### config.mk
export PLATFORM = sky130hd
export DESIGN_NAME = cache_mem_arbiter
export DESIGN_NICKNAME = d
export VERILOG_FILES = /design/src/rtl/cache_mem_arbiter.sv
export SDC_FILE = /design/constraint.sdc
export NUM_CORES = 1
export LEC_CHECK = 0
export ABC_AREA = 1
export BUFFER_PORTS_ARGS = -buffer_cell sky130_fd_sc_hd__buf_2
export CORE_ASPECT_RATIO = 1.1
export CORE_MARGIN = 4
export CORE_UTILIZATION = 35
export CTS_CLUSTER_SIZE = 16
export DETAILED_ROUTE_END_ITERATION = 8
export PLACE_DENSITY = 0.76
export SYNTH_ARGS = -nofsm -noshare
export SYNTH_HDL_FRONTEND = slang
export SYNTH_SLANG_ARGS = --single-unit
export TNS_END_PERCENT = 20
### constraint.sdc
create_clock -name clk -period 3.4 [get_ports clk]
set_input_delay 0.68 -clock clk [delete_from_list [all_inputs] [get_ports clk]]
set_output_delay 0.68 -clock clk [all_outputs]
set_load 0.01 [all_outputs]
### src/rtl/cache_mem_arbiter.sv
// Shares one multi-cycle main memory between the I-cache and D-cache miss handlers:
// 8-word block fills for either cache and single-word write-through stores for the D-cache.
module cache_mem_arbiter #(
    parameter int ADDR_W          = 16,
    parameter int DATA_W          = 16,
    parameter int WORDS_PER_BLOCK = 8,
    parameter int MEM_LATENCY     = 4
) (
    input  logic              clk,
    input  logic              rst,
    input  logic              icache_req,
    input  logic [ADDR_W-1:0] icache_addr,
    output logic              icache_grant,
    output logic              icache_data_valid,
    output logic              icache_done,
    input  logic              dcache_req,
    input  logic              dcache_we,
    input  logic [ADDR_W-1:0] dcache_addr,
    input  logic [DATA_W-1:0] dcache_wdata,
    output logic              dcache_grant,
    output logic              dcache_data_valid,
    output logic              dcache_done,
    output logic [DATA_W-1:0] fill_data,
    output logic [2:0]        fill_word_idx,
    output logic              mem_enable,
    output logic              mem_wr,
    output logic [ADDR_W-1:0] mem_addr,
    output logic [DATA_W-1:0] mem_wdata,
    input  logic [DATA_W-1:0] mem_rdata,
    input  logic              mem_data_valid
);

    typedef enum logic [1:0] {IDLE, FILL_I, FILL_D, WRITE_D} state_t;

    localparam logic              GRANT_I     = 1'b0;
    localparam logic              GRANT_D     = 1'b1;
    localparam logic [ADDR_W-1:0] OFFSET_MASK = ADDR_W'(2 * WORDS_PER_BLOCK - 1);
    localparam logic [3:0]        ISSUE_TOTAL = 4'(WORDS_PER_BLOCK);
    localparam logic [2:0]        LAST_RET    = 3'(WORDS_PER_BLOCK - 1);

    state_t            state_q, state_d;
    logic [3:0]        issue_cnt_q, issue_cnt_d;
    logic [2:0]        ret_cnt_q, ret_cnt_d;
    logic              last_grant_q, last_grant_d;
    logic [ADDR_W-1:0] base_q, base_d;
    logic              in_fill;

    assign in_fill = (state_q == FILL_I) || (state_q == FILL_D);

    // NOTE: state flops use non-blocking assignments so every register samples
    // the pre-edge values computed by the combinational block below.
    always_ff @(posedge clk or posedge rst) begin
        if (rst) begin
            state_q      <= IDLE;
            issue_cnt_q  <= '0;
            ret_cnt_q    <= '0;
            last_grant_q <= GRANT_I;
            base_q       <= '0;
        end else begin
            state_q      <= state_d;
            issue_cnt_q  <= issue_cnt_d;
            ret_cnt_q    <= ret_cnt_d;
            last_grant_q <= last_grant_d;
            base_q       <= base_d;
        end
    end

    // NOTE: every signal assigned here gets a default first, so no path through
    // the case statement can leave one unassigned and infer a latch.
    always_comb begin
        state_d           = state_q;
        issue_cnt_d       = issue_cnt_q;
        ret_cnt_d         = ret_cnt_q;
        last_grant_d      = last_grant_q;
        base_d            = base_q;
        icache_grant      = 1'b0;
        icache_data_valid = 1'b0;
        icache_done       = 1'b0;
        dcache_grant      = 1'b0;
        dcache_data_valid = 1'b0;
        dcache_done       = 1'b0;
        fill_data         = '0;
        fill_word_idx     = '0;
        mem_enable        = 1'b0;
        mem_wr            = 1'b0;
        mem_addr          = '0;
        mem_wdata         = '0;

        case (state_q)
            IDLE: begin
                issue_cnt_d = '0;
                ret_cnt_d   = '0;
                // A tie goes to whichever side was not served last.
                if (icache_req && (!dcache_req || last_grant_q == GRANT_D)) begin
                    state_d      = FILL_I;
                    last_grant_d = GRANT_I;
                    base_d       = icache_addr & ~OFFSET_MASK;
                end else if (dcache_req) begin
                    state_d      = dcache_we ? WRITE_D : FILL_D;
                    last_grant_d = GRANT_D;
                    base_d       = dcache_addr & ~OFFSET_MASK;
                end
            end

            FILL_I, FILL_D: begin
                icache_grant = (state_q == FILL_I);
                dcache_grant = (state_q == FILL_D);
                if (issue_cnt_q < ISSUE_TOTAL) begin
                    mem_enable  = 1'b1;
                    mem_addr    = base_q + ADDR_W'({issue_cnt_q, 1'b0});
                    issue_cnt_d = issue_cnt_q + 4'd1;
                end
                if (mem_data_valid) begin
                    fill_data         = mem_rdata;
                    fill_word_idx     = ret_cnt_q;
                    icache_data_valid = (state_q == FILL_I);
                    dcache_data_valid = (state_q == FILL_D);
                    ret_cnt_d         = ret_cnt_q + 3'd1;
                    if (ret_cnt_q == LAST_RET) begin
                        icache_done = (state_q == FILL_I);
                        dcache_done = (state_q == FILL_D);
                        state_d     = IDLE;
                        issue_cnt_d = '0;
                        ret_cnt_d   = '0;
                    end
                end
            end

            WRITE_D: begin
                dcache_grant = 1'b1;
                mem_enable   = 1'b1;
                mem_wr       = 1'b1;
                mem_addr     = dcache_addr;
                mem_wdata    = dcache_wdata;
                dcache_done  = 1'b1;
                state_d      = IDLE;
            end

            default: state_d = IDLE;
        endcase
    end

    // A read cannot come back sooner than MEM_LATENCY cycles after it was issued.
    assert property (@(posedge clk) disable iff (rst)
        (in_fill && mem_data_valid) |->
        (int'(issue_cnt_q) >= ((int'(ret_cnt_q) + MEM_LATENCY > WORDS_PER_BLOCK) ?
                               WORDS_PER_BLOCK : int'(ret_cnt_q) + MEM_LATENCY)));

endmodule

Word-level counts from Yosys, hierarchy flattened
Cells that the tools add are included.
- add/sub/neg operators: 3
- magnitude comparators: 1
- equality and inequality tests: 7
- multiplexer cells: 39
- reduce and logical (&&, ||, !) cells: 10
- operator list (cell ; number):
    $mux 16 ; 6
    $pmux 16 s2 ; 1
    $add 16x5->16 ; 1
    $mux 1 ; 15
    $mux 3 ; 4
    $mux 4 ; 3
    $mux 2 ; 4
    $pmux 4 s2 ; 1
    $pmux 1 s2 ; 3
    $pmux 2 s3 ; 1
    $pmux 3 s2 ; 1
    $add 4x1->4 const B ; 1
    $eq 2x2->1 const B ; 2
    $lt 4x4->1 const B ; 1
    $ne 2x2->1 const B ; 2
    $reduce_and 2->1 ; 2
    $reduce_bool 2->1 ; 2
    $add 3x1->3 const B ; 1
    $eq 3x3->1 const B ; 1
    $ne 3x3->1 const B ; 1
    $reduce_and 3->1 ; 1
    $eq 2x1->1 const B ; 1
    $logic_not 2->1 ; 1
    $reduce_or 2->1 ; 1
    3 further kinds ; 3
- register bits: 26
- input bits: 70
- output and inout bits: 59
- logic and storage cells: 65

Longest topological paths before layout
- depth after elaboration: 5
- depth in mapped cells: 8
- gate-level depth less buffers: 7

Least setup slack after synthesis
No wires, ideal clock.
- kind: register to output
- start: register state_q[0]
- end: output port mem_addr[11]
- data arrival time: 1.538 ns
- data required time: 2.720 ns
- path slack: 1.182 ns
- cell stages (with the launch flop): 9
- path buffers: 2
- cells stage by stage: dfrtp_1 -> inv_1 -> ha_1 -> buf_2 -> nand2_1 -> inv_1 -> buf_2 -> nand2_1 -> a21oi_1
- cells in the longest elaborated chain, start to end: 3
- elaborated cells on any way between the ends: 5
- classes of those cells: 3 x eq/ne; 1 x mux; 1 x reduce/logical
- ends and longest elaborated chain (item ; RTL line ; text):
    from (decl) ; 41 ; state_t state_q, state_d;
    from (signal assigned) ; 60 ; state_q <= state_d;
    $eq 2x1->1 / $eq 2x2->1 (equally long branches) ; 89 ; case (state_q)
    $reduce_or 2->1 ; 89 ;
    $pmux 16 s2 * ; 89 ;
    to (decl) ; 27 ; output logic [ADDR_W-1:0] mem_addr,
Mark *: on every way between the ends. The rest lies on a longest branch, timed or not.

Worst setup path after layout
- start: register state_q[0]
- end: output port mem_addr[8]
Same word-level chain as after synthesis.

==> results.json <==
{
  "dr_wl_met2_mm": 2.773,
  "top_layer": "met4",
  "p_leak_uw": 0.001667,
  "tightest_slew_ns": 0.8321,
  "slew_violations": 0,
  "die_h_um": 84.06,
  "hpwl_mm": 4.307,
  "cts_sinks": 22,
  "grt_max_degree": 29,
  "num_vias": 2189,
  "overflow": 0,
  "slew_headroom": 0.4447,
  "fin_nets": 504,
  "criticalPathCategory": "register to output pin",
  "rsz0062_at_grt": "false",
  "multi_input_area_um2": 984.7,
  "slowest_delay_ns": 0.45,
  "whs_ns": 0.5331,
  "io_pins": 129,
  "synthCells": 306,
  "port-buffer-count": 124,
  "cts_resized": 0,
  "period_share": 0.8646,
  "area_growth_syn_to_layout_pct": 37.32,
  "dr_wl_met3_um": 325,
  "finalCriticalPeriod_ns": 2.940,
  "synth_area_um2": 1841,
  "fillerInstances": 522,
  "core_um2": 5067,
  "die_area_um2": 6484,
  "synth_edf_count": 0,
  "hold_violations": 0,
  "h-tree-depth": 1,
  "tritoncts": "yes",
  "fin_ws_ns": 0.4602,
  "yosysWarnings": 0,
  "path_cells": "inv_1 > ha_1 > nand2_1 > inv_1 > o21ai_0 > a21oi_1 > buf_2",
  "drtIter0Drc": 93,
  "regArea_um2": 550.5,
  "async_flop_share": 1.000,
  "wl_met1_mm": 2.261,
  "dieWidth_um": 77.14,
  "track_usage": 0.1618,
  "num_rows": 27,
  "ant_nets": 0,
  "drt_wl_total_mm": 5.414,
  "tns_ns": 0,
  "worstSetupStartpointType": "register",
  "status": "complete, no violations",
  "drive_gt1_frac": 0.3152,
  "pre_cts_slack_ns": 0.7287,
  "critPathArrivalTime_ns": 2.26,
  "clockBufferDepth": 2,
  "p_per_area_nw_per_um2": 676.2,
  "setup_viol": 0,
  "max_freq_mhz": 340.2,
  "synth_top_area_frac": 0.2991,
  "wl_per_cell_um": 11.28,
  "hold_buffers": 0,
  "place.gp.congestion": 0.8076,
  "fin_cells": 480,
  "path_max_fanout": 14,
  "synthesis.nets": 387,
  "first_pass_iters": 4,
  "root_buffer": "clkbuf_8",
  "crit_top_cell": "inv_1",
  "irDropWorstVdd_v": 0.0004722,
  "synth_top_flop_cell": "dfrtp_1",
  "cp_slowest_cell": "dfrtp_1",
  "worstSkewPairLatency_ns": 0.27,
  "ys_ff_latch": 22,
  "synth.top_cells.by_count": "nand2_1 (96), inv_1 (61), nor2_1 (34)",
  "required_ns": 2.72,
  "antenna_found_initial": 0,
  "drc": 0,
  "yosysTopAreaCell": "dfrtp_1",
  "cts_setup_buffers": 0,
  "grt_pass1_wl_mm": 8.845,
  "antenna_cells": 0,
  "holdCritPathClass": "register to register",
  "start_util": 0.3632,
  "cp_num_buf_inv": 3,
  "cp_top_family": "buffers and inverters",
  "synth_most_common_cell": "nand2_1",
  "yosysSeqAreaShare": 0.2991,
  "dp.cells": 476,
  "grt_pass1_vias": 2117,
  "cts_made_buffers": 3,
  "yosys-top-cells-area": "dfrtp_1 (30%), nand2_1 (20%), inv_1 (12%), ha_1 (7.5%), a21oi_1 (7.3%)",
  "cts.clk_slew.worst_paths_ns": 0.07,
  "fin_skew_ns": 0.006257,
  "maxCapViolCount": 0,
  "viasPerCell": 4.560,
  "worstSetupEndpointType": "output pin",
  "ys_types": 18,
  "syn_area_per_cell_um2": 6.015
}
-- area by class of cell --
class	instances	share of cell area
Multi-Input combinational cell	209	0.3896
Timing Repair Buffer	126	0.2515
Sequential cell	22	0.2178
Inverter	61	0.09059
Tap cell	58	0.02871
Clock buffer	4	0.02178
-- sequential cells by signal, indices dropped and copies added (netlist names) --
name	flops
base_q	12
ret_cnt_q	3
state_q	2
issue_cnt_q	4
last_grant_q	1
-- metal layers --
layer / vias up / track usage
li1: 1154 / -
met1: 963 / 0.1852
met2: 68 / 0.3048
met3: 4 / 0.02484
met4: 0 / 0.04693
met5: - / 0
-- per-stage QoR --
| step | utilization | cell area, µm² | power [µW] |
|---|---|---|---|
| 5_1_grt | 0.4988 | 2527 | 1890 |
| 4_1_cts | 0.4988 | 2527 | 1736 |
| 3_5_place_dp | 0.4879 | 2472 | 1542 |
| 3_3_place_gp | 0.4879 | 2472 | 1511 |
| 6_report | 0.4988 | 2527 | 1709 |
| 2_1_floorplan | - | 1841 | 1189 |
-- final timing paths --
kind                                         from                     end  slack, ns  cells after the start
max                        state_q[0]$_DFFE_PP0P_             mem_addr[8]       0.46                      7
min                        base_q[15]$_DFFE_PP0P_  base_q[15]$_DFFE_PP0P_       0.53                      2
max reg2reg                state_q[1]$_DFFE_PP0P_   base_q[8]$_DFFE_PP0P_       1.08                      5
min reg2reg                base_q[15]$_DFFE_PP0P_  base_q[15]$_DFFE_PP0P_       0.53                      2
max in group asynchronous                     rst  base_q[10]$_DFFE_PP0P_       2.31                      2
min in group asynchronous                     rst  base_q[14]$_DFFE_PP0P_       0.57                      2
-- cell families (layout without fill, tap and decap cells) --
family / Yosys count / in the layout / share of synthesized area
adders and majority gates: 11 / 11 / 0.07478
and+or+nand+nor: 149 / 149 / 0.3195
buffers and inverters: 75 / 191 / 0.1659
AOI/OAI and AO/OA: 49 / 49 / 0.1407
DFF: 22 / 22 / 0.2991
-- tightest hold or removal path: cells and delay by family, from the launching register on --
family	cells	cell delay (ns)
AO/OA/AOI/OAI	1	0.10
flip-flops	1	0.34
AND/OR/NAND/NOR	1	0.05
-- report_power, final --
group | internal, µW | switching [µW]
sequential | 373 | 86.6
clock | 103 | 83.7
combinational | 379 | 683
-- layout by cell type (no fill, tap or decap) --
cell and instances:
a21oi_1 27, a21oi_4 1, and3_1 1, buf_2 124
buf_4 2, clkbuf_8 4, dfrtp_1 22, ha_1 11
inv_1 61, nand2_1 96, nand2_2 2, nand3_1 11
nand4_1 1, nor2_1 34, nor3_1 4, o21ai_0 20
o21bai_1 1
(Power assumes the default switching activity.)
